## config.mk

```make
export PLATFORM = sky130hd
export DESIGN_NAME = id_stage
export DESIGN_NICKNAME = d
export VERILOG_FILES = /design/src/rtl/id_stage.sv
export SDC_FILE = /design/constraint.sdc
export NUM_CORES = 1
export LEC_CHECK = 0
export ABC_AREA = 1
export CORE_MARGIN = 4
export CORE_UTILIZATION = 40
export CTS_BUF_LIST = sky130_fd_sc_hd__clkbuf_16
export DETAILED_ROUTE_END_ITERATION = 10
export PLACE_DENSITY = 0.78
export SKIP_LAST_GASP = 1
export SYNTH_ARGS = -nofsm -noshare
export SYNTH_HDL_FRONTEND = slang
export SYNTH_SLANG_ARGS = --single-unit
```

## constraint.sdc

```tcl
create_clock -name clk -period 2.6 [get_ports clk]
set_input_delay 0.78 -clock clk [delete_from_list [all_inputs] [get_ports clk]]
set_output_delay 0.78 -clock clk [all_outputs]
set_load 0.01 [all_outputs]
```

## src/rtl/id_stage.sv

```systemverilog
// Instruction-decode stage: decodes fetched words into a registered ID/EX
// bundle for the ALU, drives register-file read addresses, and inserts a
// single bubble on load-use dependencies.
module id_stage #(
    parameter int STALL_CNT_W = 16
) (
    input  logic                   clk,
    input  logic                   reset,
    input  logic                   flush,
    input  logic                   if_valid,
    input  logic [31:0]            if_instr,
    input  logic [31:0]            if_pc,
    output logic                   if_ready,
    output logic [4:0]             rf_raddr1,
    output logic [4:0]             rf_raddr2,
    input  logic [31:0]            rf_rdata1,
    input  logic [31:0]            rf_rdata2,
    output logic                   ex_valid,
    input  logic                   ex_ready,
    output logic [5:0]             ex_opcode,
    output logic [5:0]             ex_funct,
    output logic [31:0]            ex_in1,
    output logic [31:0]            ex_in2,
    output logic [31:0]            ex_store_data,
    output logic [4:0]             ex_dest,
    output logic                   ex_reg_write,
    output logic                   ex_mem_read,
    output logic                   ex_mem_write,
    output logic                   ex_illegal,
    output logic [31:0]            ex_pc,
    output logic [STALL_CNT_W-1:0] stall_count
);

    localparam logic [5:0] OP_RTYPE = 6'h00;
    localparam logic [5:0] OP_ADDI  = 6'h08;
    localparam logic [5:0] OP_ADDIU = 6'h09;
    localparam logic [5:0] OP_LW    = 6'h23;
    localparam logic [5:0] OP_SW    = 6'h2B;

    localparam logic [5:0] F_ADD    = 6'h20;
    localparam logic [5:0] F_ADDU   = 6'h21;
    localparam logic [5:0] F_SUB    = 6'h22;
    localparam logic [5:0] F_SUBU   = 6'h23;
    localparam logic [5:0] F_SLT    = 6'h2A;
    localparam logic [5:0] F_SLTU   = 6'h2B;

    typedef struct packed {
        logic        valid;
        logic [5:0]  opcode;
        logic [5:0]  funct;
        logic [31:0] in1;
        logic [31:0] in2;
        logic [31:0] store_data;
        logic [4:0]  dest;
        logic        reg_write;
        logic        mem_read;
        logic        mem_write;
        logic        illegal;
        logic [31:0] pc;
    } bundle_t;

    bundle_t                ex_q, ex_d, dec;
    logic [STALL_CNT_W-1:0] stall_q, stall_d;
    logic                   uses_rs, uses_rt;
    logic                   advance, hazard;

    logic [5:0]  opcode;
    logic [5:0]  funct;
    logic [4:0]  rs, rt, rd;
    logic [31:0] simm;

    assign opcode = if_instr[31:26];
    assign rs     = if_instr[25:21];
    assign rt     = if_instr[20:16];
    assign rd     = if_instr[15:11];
    assign funct  = if_instr[5:0];
    assign simm   = {{16{if_instr[15]}}, if_instr[15:0]};

    assign rf_raddr1 = rs;
    assign rf_raddr2 = rt;

    // Decode the presented word into a candidate bundle and its source usage
    always_comb begin
        dec       = '0;
        uses_rs   = 1'b0;
        uses_rt   = 1'b0;
        dec.valid = 1'b1;
        dec.pc    = if_pc;
        case (opcode)
            OP_RTYPE: begin
                // The all-zero word is a NOOP: valid but no effect.
                if (if_instr != 32'h0) begin
                    case (funct)
                        F_ADD, F_ADDU, F_SUB, F_SUBU, F_SLT, F_SLTU: begin
                            dec.funct     = funct;
                            dec.in1       = rf_rdata1;
                            dec.in2       = rf_rdata2;
                            dec.dest      = rd;
                            dec.reg_write = (rd != 5'd0);
                            uses_rs       = 1'b1;
                            uses_rt       = 1'b1;
                        end
                        default: dec.illegal = 1'b1;
                    endcase
                end
            end
            OP_ADDI, OP_ADDIU, OP_LW: begin
                dec.opcode    = opcode;
                dec.in1       = rf_rdata1;
                dec.in2       = simm;
                dec.dest      = rt;
                dec.reg_write = (rt != 5'd0);
                dec.mem_read  = (opcode == OP_LW);
                uses_rs       = 1'b1;
            end
            OP_SW: begin
                dec.opcode     = opcode;
                dec.in1        = rf_rdata1;
                dec.in2        = simm;
                dec.store_data = rf_rdata2;
                dec.mem_write  = 1'b1;
                uses_rs        = 1'b1;
                uses_rt        = 1'b1;
            end
            default: dec.illegal = 1'b1;
        endcase
    end

    // A load in EX whose target is read by the incoming word forces one bubble
    assign hazard = ex_q.valid && ex_q.mem_read && (ex_q.dest != 5'd0) &&
                    ((uses_rs && (rs == ex_q.dest)) || (uses_rt && (rt == ex_q.dest)));
    assign advance  = !ex_q.valid || ex_ready;
    assign if_ready = flush || (advance && !hazard);

    // Next ID/EX bundle and bubble count
    always_comb begin
        ex_d    = ex_q;
        stall_d = stall_q;
        if (flush) begin
            ex_d = '0;
        end else if (advance) begin
            if (hazard) begin
                ex_d = '0;
                if (stall_q != '1) begin
                    stall_d = stall_q + STALL_CNT_W'(1);
                end
            end else if (if_valid) begin
                ex_d = dec;
            end else begin
                ex_d = '0;
            end
        end
    end

    // ID/EX register and bubble counter
    always_ff @(posedge clk) begin
        if (reset) begin
            ex_q    <= '0;
            stall_q <= '0;
        end else begin
            ex_q    <= ex_d;
            stall_q <= stall_d;
        end
    end

    assign ex_valid      = ex_q.valid;
    assign ex_opcode     = ex_q.opcode;
    assign ex_funct      = ex_q.funct;
    assign ex_in1        = ex_q.in1;
    assign ex_in2        = ex_q.in2;
    assign ex_store_data = ex_q.store_data;
    assign ex_dest       = ex_q.dest;
    assign ex_reg_write  = ex_q.reg_write;
    assign ex_mem_read   = ex_q.mem_read;
    assign ex_mem_write  = ex_q.mem_write;
    assign ex_illegal    = ex_q.illegal;
    assign ex_pc         = ex_q.pc;
    assign stall_count   = stall_q;

endmodule

```

==> Flow_metrics.wiki <==
{| class="wikitable"
! Metric !! Value
|-
| Outcome || complete, but fails checks
|-
| Violations in the final reports || negative setup slack
|-
| Fmax achieved || 376 MHz
|-
| Leading post-synthesis cells by instance count || sky130_fd_sc_hd__nand2_1 (269), sky130_fd_sc_hd__a21oi_1 (174), sky130_fd_sc_hd__dfxtp_1 (166)
|-
| CTS tree || yes
|-
| Worst Setup Slack post-DPL || -1030 ps
|-
| Lkg Pwr || 4.22 nW
|-
| First-pass iteration count of the detailed router || 6
|-
| HPWL after detailed placement || 20,000 um
|-
| # Max-Cap Violations || 0
|-
| Number of antenna-violating nets in the routed design || 0
|-
| Net count, final || 1,536
|-
| Leading register cell type out of synthesis || sky130_fd_sc_hd__dfxtp_1
|-
| Clk_lat worst skew || 430 ps
|-
| Top post-synthesis cells by area || sky130_fd_sc_hd__dfxtp_1 (43%), sky130_fd_sc_hd__nand2_1 (13%), sky130_fd_sc_hd__a21oi_1 (11%)
|-
| Most numerous cell on the critical path || sky130_fd_sc_hd__nand2_4
|-
| Most numerous cell in the Yosys netlist || sky130_fd_sc_hd__nand2_1
|-
| Unique cell type count in the Yosys netlist || 31
|-
| Core Area || 19,000 um2
|-
| Crit path cell chain || buf_8, nor2_4, nand2_2, nor2_4, nand2_4, nand2_4, nand2_2, nand2_4, nand2_4, inv_2, o21ai_2, buf_6
|-
| TritonCTS Buffers || 17
|-
| Total chip power || 5.74 mW
|-
| Clk sinks || 166
|-
| Cells after synthesis || 1,110
|-
| Number of flip-flops and latches in the synthesized netlist || 166
|-
| Sequential area share after synthesis || 0.425
|-
| Initial standard-cell utilization of the core || 0.412
|-
| CP Data Required Time || 1820 ps
|-
| Max Slew Vio Count || 0
|-
| CP Buf/Inv Count || 3
|-
| Number of H-tree levels || 4
|-
| Final worst setup slack || -57.5 ps
|-
| Cell area after layout || 12,000 um2
|-
| Number of endpoints with negative hold slack in the final report || 0
|-
| Layout overhead on the synthesized area || 53.6%
|-
| Violation count after the first detailed-route iteration || 628
|-
| Rows || 50
|-
| Overall via count from detail_route || 8,812
|-
| Wire length of the first global-routing pass || 45,600 um
|-
| Worst ir drop on vdd || 0.455 mV
|-
| Setup crit end kind || primary output
|-
| Post-synthesis cell type with the largest combined area || sky130_fd_sc_hd__dfxtp_1
|-
| Post-Synthesis Net Count || 1,244
|-
| CTS Root Cell || sky130_fd_sc_hd__clkbuf_16
|-
| Ys async rst share || 0
|-
| Setup Skew || 12.1 ps
|-
| Post-synthesis instance area || 7820 um2
|-
| Placed inst area || 11,200 um2
|-
| Setup CP Type || input port to primary output
|-
| Top cell type's share of synthesized area || 0.425
|-
| Post-synthesis average cell area || 7.04 um2
|-
| Endpoint arrival time on the critical path || 1880 ps
|-
| Number of buffers inserted by hold repair at cts || 0
|-
| Largest net degree at the start of global routing || 136
|-
| Chip width || 148 um
|-
| Total Wirelength || 29,100 um
|-
| Via-per-instance ratio || 5.26
|-
| Vertical extent of the die || 148 um
|-
| Startpoint class of the critical path || input port
|-
| Kind of cell with the highest combined delay on the critical path || simple AND/OR/NAND/NOR gates
|-
| Largest fanout on the critical path || 3
|-
| Antenna diode instance count || 0
|-
| IO Port Bufs || 309
|-
| Total global-route track usage || 0.257
|-
| Number of antenna violations at the first check in global routing || 1
|-
| Fin crit share || 1.02
|-
| Longest Clk Path Bufs || 2
|-
| Delay of the slowest critical-path stage || 150 ps
|-
| Total power divided by cell area || 478 nW/um2
|-
| Die area || 21,800 um2
|-
| Fraction of final layout cells with drive strength greater than 1 || 0.114
|-
| Slowest stage cell, crit path || sky130_fd_sc_hd__nor2_4
|-
| Type of the worst min-delay path || flop to flop
|-
| Transition time of the tightest slew-check pin || 838 ps
|-
| Max_slew headroom || 0.442
|-
| Unrepaired setup endpoints after global routing || yes
|-
| Average detailed-routed wire length per instance || 17.4 um
|-
| Count of pins on the block boundary || 310
|-
| Utilization after layout || 0.634
|-
| Number of global-route vias before repair || 8,509
|-
| Warning count from the yosys run || 0
|-
| Count of flip-flops with a built-in enable after synthesis || 0
|-
| DRC violation count after routing || 0
|-
| Filler Cells Inserted || 1,694
|-
| Final estimated routing congestion in global placement || 0.878
|-
| Total setup violations reported at the end of the flow || 1
|-
| Time the worst path needs with I/O delays and setup || 2660 ps
|-
| Clock-pin slew on the worst setup and hold paths || 60 ps
|-
| Final global-route overflow total || 0
|}
per-stage QoR:
stage / setup TNS [ps] / instances / hold slack, ps
after detailed placement: -92280 / 1630 / 428
after CTS: -75.0 / 1671 / 439
after global placement: -79290 / 1630 / 425
after global routing: -120 / 1675 / 455
after floorplan: 0 / 1110 / 464
final: -57.5 / 1675 / 438
sequential cells by signal, summed over array words and instances (netlist names):
register       flops
ex_dest            5
ex_funct           6
ex_illegal         1
ex_in1            32
ex_in2            32
ex_mem_read        1
ex_mem_write       1
ex_opcode          6
ex_pc             32
ex_reg_write       1
ex_store_data     32
ex_valid           1
stall_count       16
placed cells by master (no fill, tap or decap), types with 4 or more instances in the layout:
cell                              count
sky130_fd_sc_hd__clkdlybuf4s50_1    286
sky130_fd_sc_hd__nand2_1            263
sky130_fd_sc_hd__a21oi_1            174
sky130_fd_sc_hd__dfxtp_1            164
sky130_fd_sc_hd__nand4_1             95
sky130_fd_sc_hd__nand3_1             94
sky130_fd_sc_hd__nor2_1              60
sky130_fd_sc_hd__inv_1               57
sky130_fd_sc_hd__buf_4               55
sky130_fd_sc_hd__o21ai_0             17
sky130_fd_sc_hd__clkbuf_16           17
sky130_fd_sc_hd__nor3_1              12
sky130_fd_sc_hd__nor2_4              10
sky130_fd_sc_hd__buf_12              10
sky130_fd_sc_hd__inv_2                8
sky130_fd_sc_hd__o22ai_1              8
sky130_fd_sc_hd__buf_2                8
sky130_fd_sc_hd__clkbuf_2             7
sky130_fd_sc_hd__xor2_1               6
sky130_fd_sc_hd__nand2_4              6
sky130_fd_sc_hd__xnor2_1              5
sky130_fd_sc_hd__nand2_2              5
sky130_fd_sc_hd__buf_6                4
power by group:
part	internal, mW	switching (mW)	leakage [nW]
sequential	2.56	0.0107	1.34
combinational	0.310	0.300	2.59
clock	1.44	1.12	0.289
total	4.31	1.43	4.22
repair_timing:
item / in CTS / in global routing
pin swaps: 21 / 23
buffers inserted: 9 / 4
endpoints found under the setup margin: 159 / 17
resized for setup: 83 / 37
final cells by class:
cell class                 instances  area, um2  area share
inverter                          68        263      0.0219
timing repair buffer             373       3630       0.302
tap                              260        325      0.0271
sequential                       166       3330       0.277
clock buffer                      17        425      0.0354
multi-input combinational        776       3870       0.322
clock inverter                    15        166      0.0139
worst reg2reg max path, delay by kind of cell, from the launching register on:
family / cells / cell delay, ps
AO/OA/AOI/OAI: 1 / 170
flip-flops: 1 / 350
AND/OR/NAND/NOR: 5 / 760
buffers and inverters: 4 / 910
per-layer routing:
layer | share of wire | GRT usage | up-vias
met5 | 0.00045 | 0 | -
met4 | 0.032 | 0.0983 | 2
met3 | 0.088 | 0.0782 | 66
met2 | 0.48 | 0.425 | 363
met1 | 0.40 | 0.315 | 4073
li1 | - | - | 4308
kinds of logic after synthesis:
logic type | count (synthesis) | share of synthesized area
fa+ha+maj | 1 | 0.00160
simple gates | 559 | 0.328
xor+xnor | 12 | 0.0134
buf+inv | 168 | 0.0994
compound gates | 204 | 0.133
flops | 166 | 0.425
final timing paths:
path                     start  cells past startpoint            to  slack, ps
setup reg to reg    ex_dest[2]                     10     ex_pc[24]        340
hold reg to reg   ex_opcode[2]                      2  ex_opcode[2]        440
setup / recovery  if_instr[28]                     12      if_ready        -60
hold / removal    ex_opcode[2]                      2  ex_opcode[2]        440
Note: power is estimated with default switching activity, not from simulation.
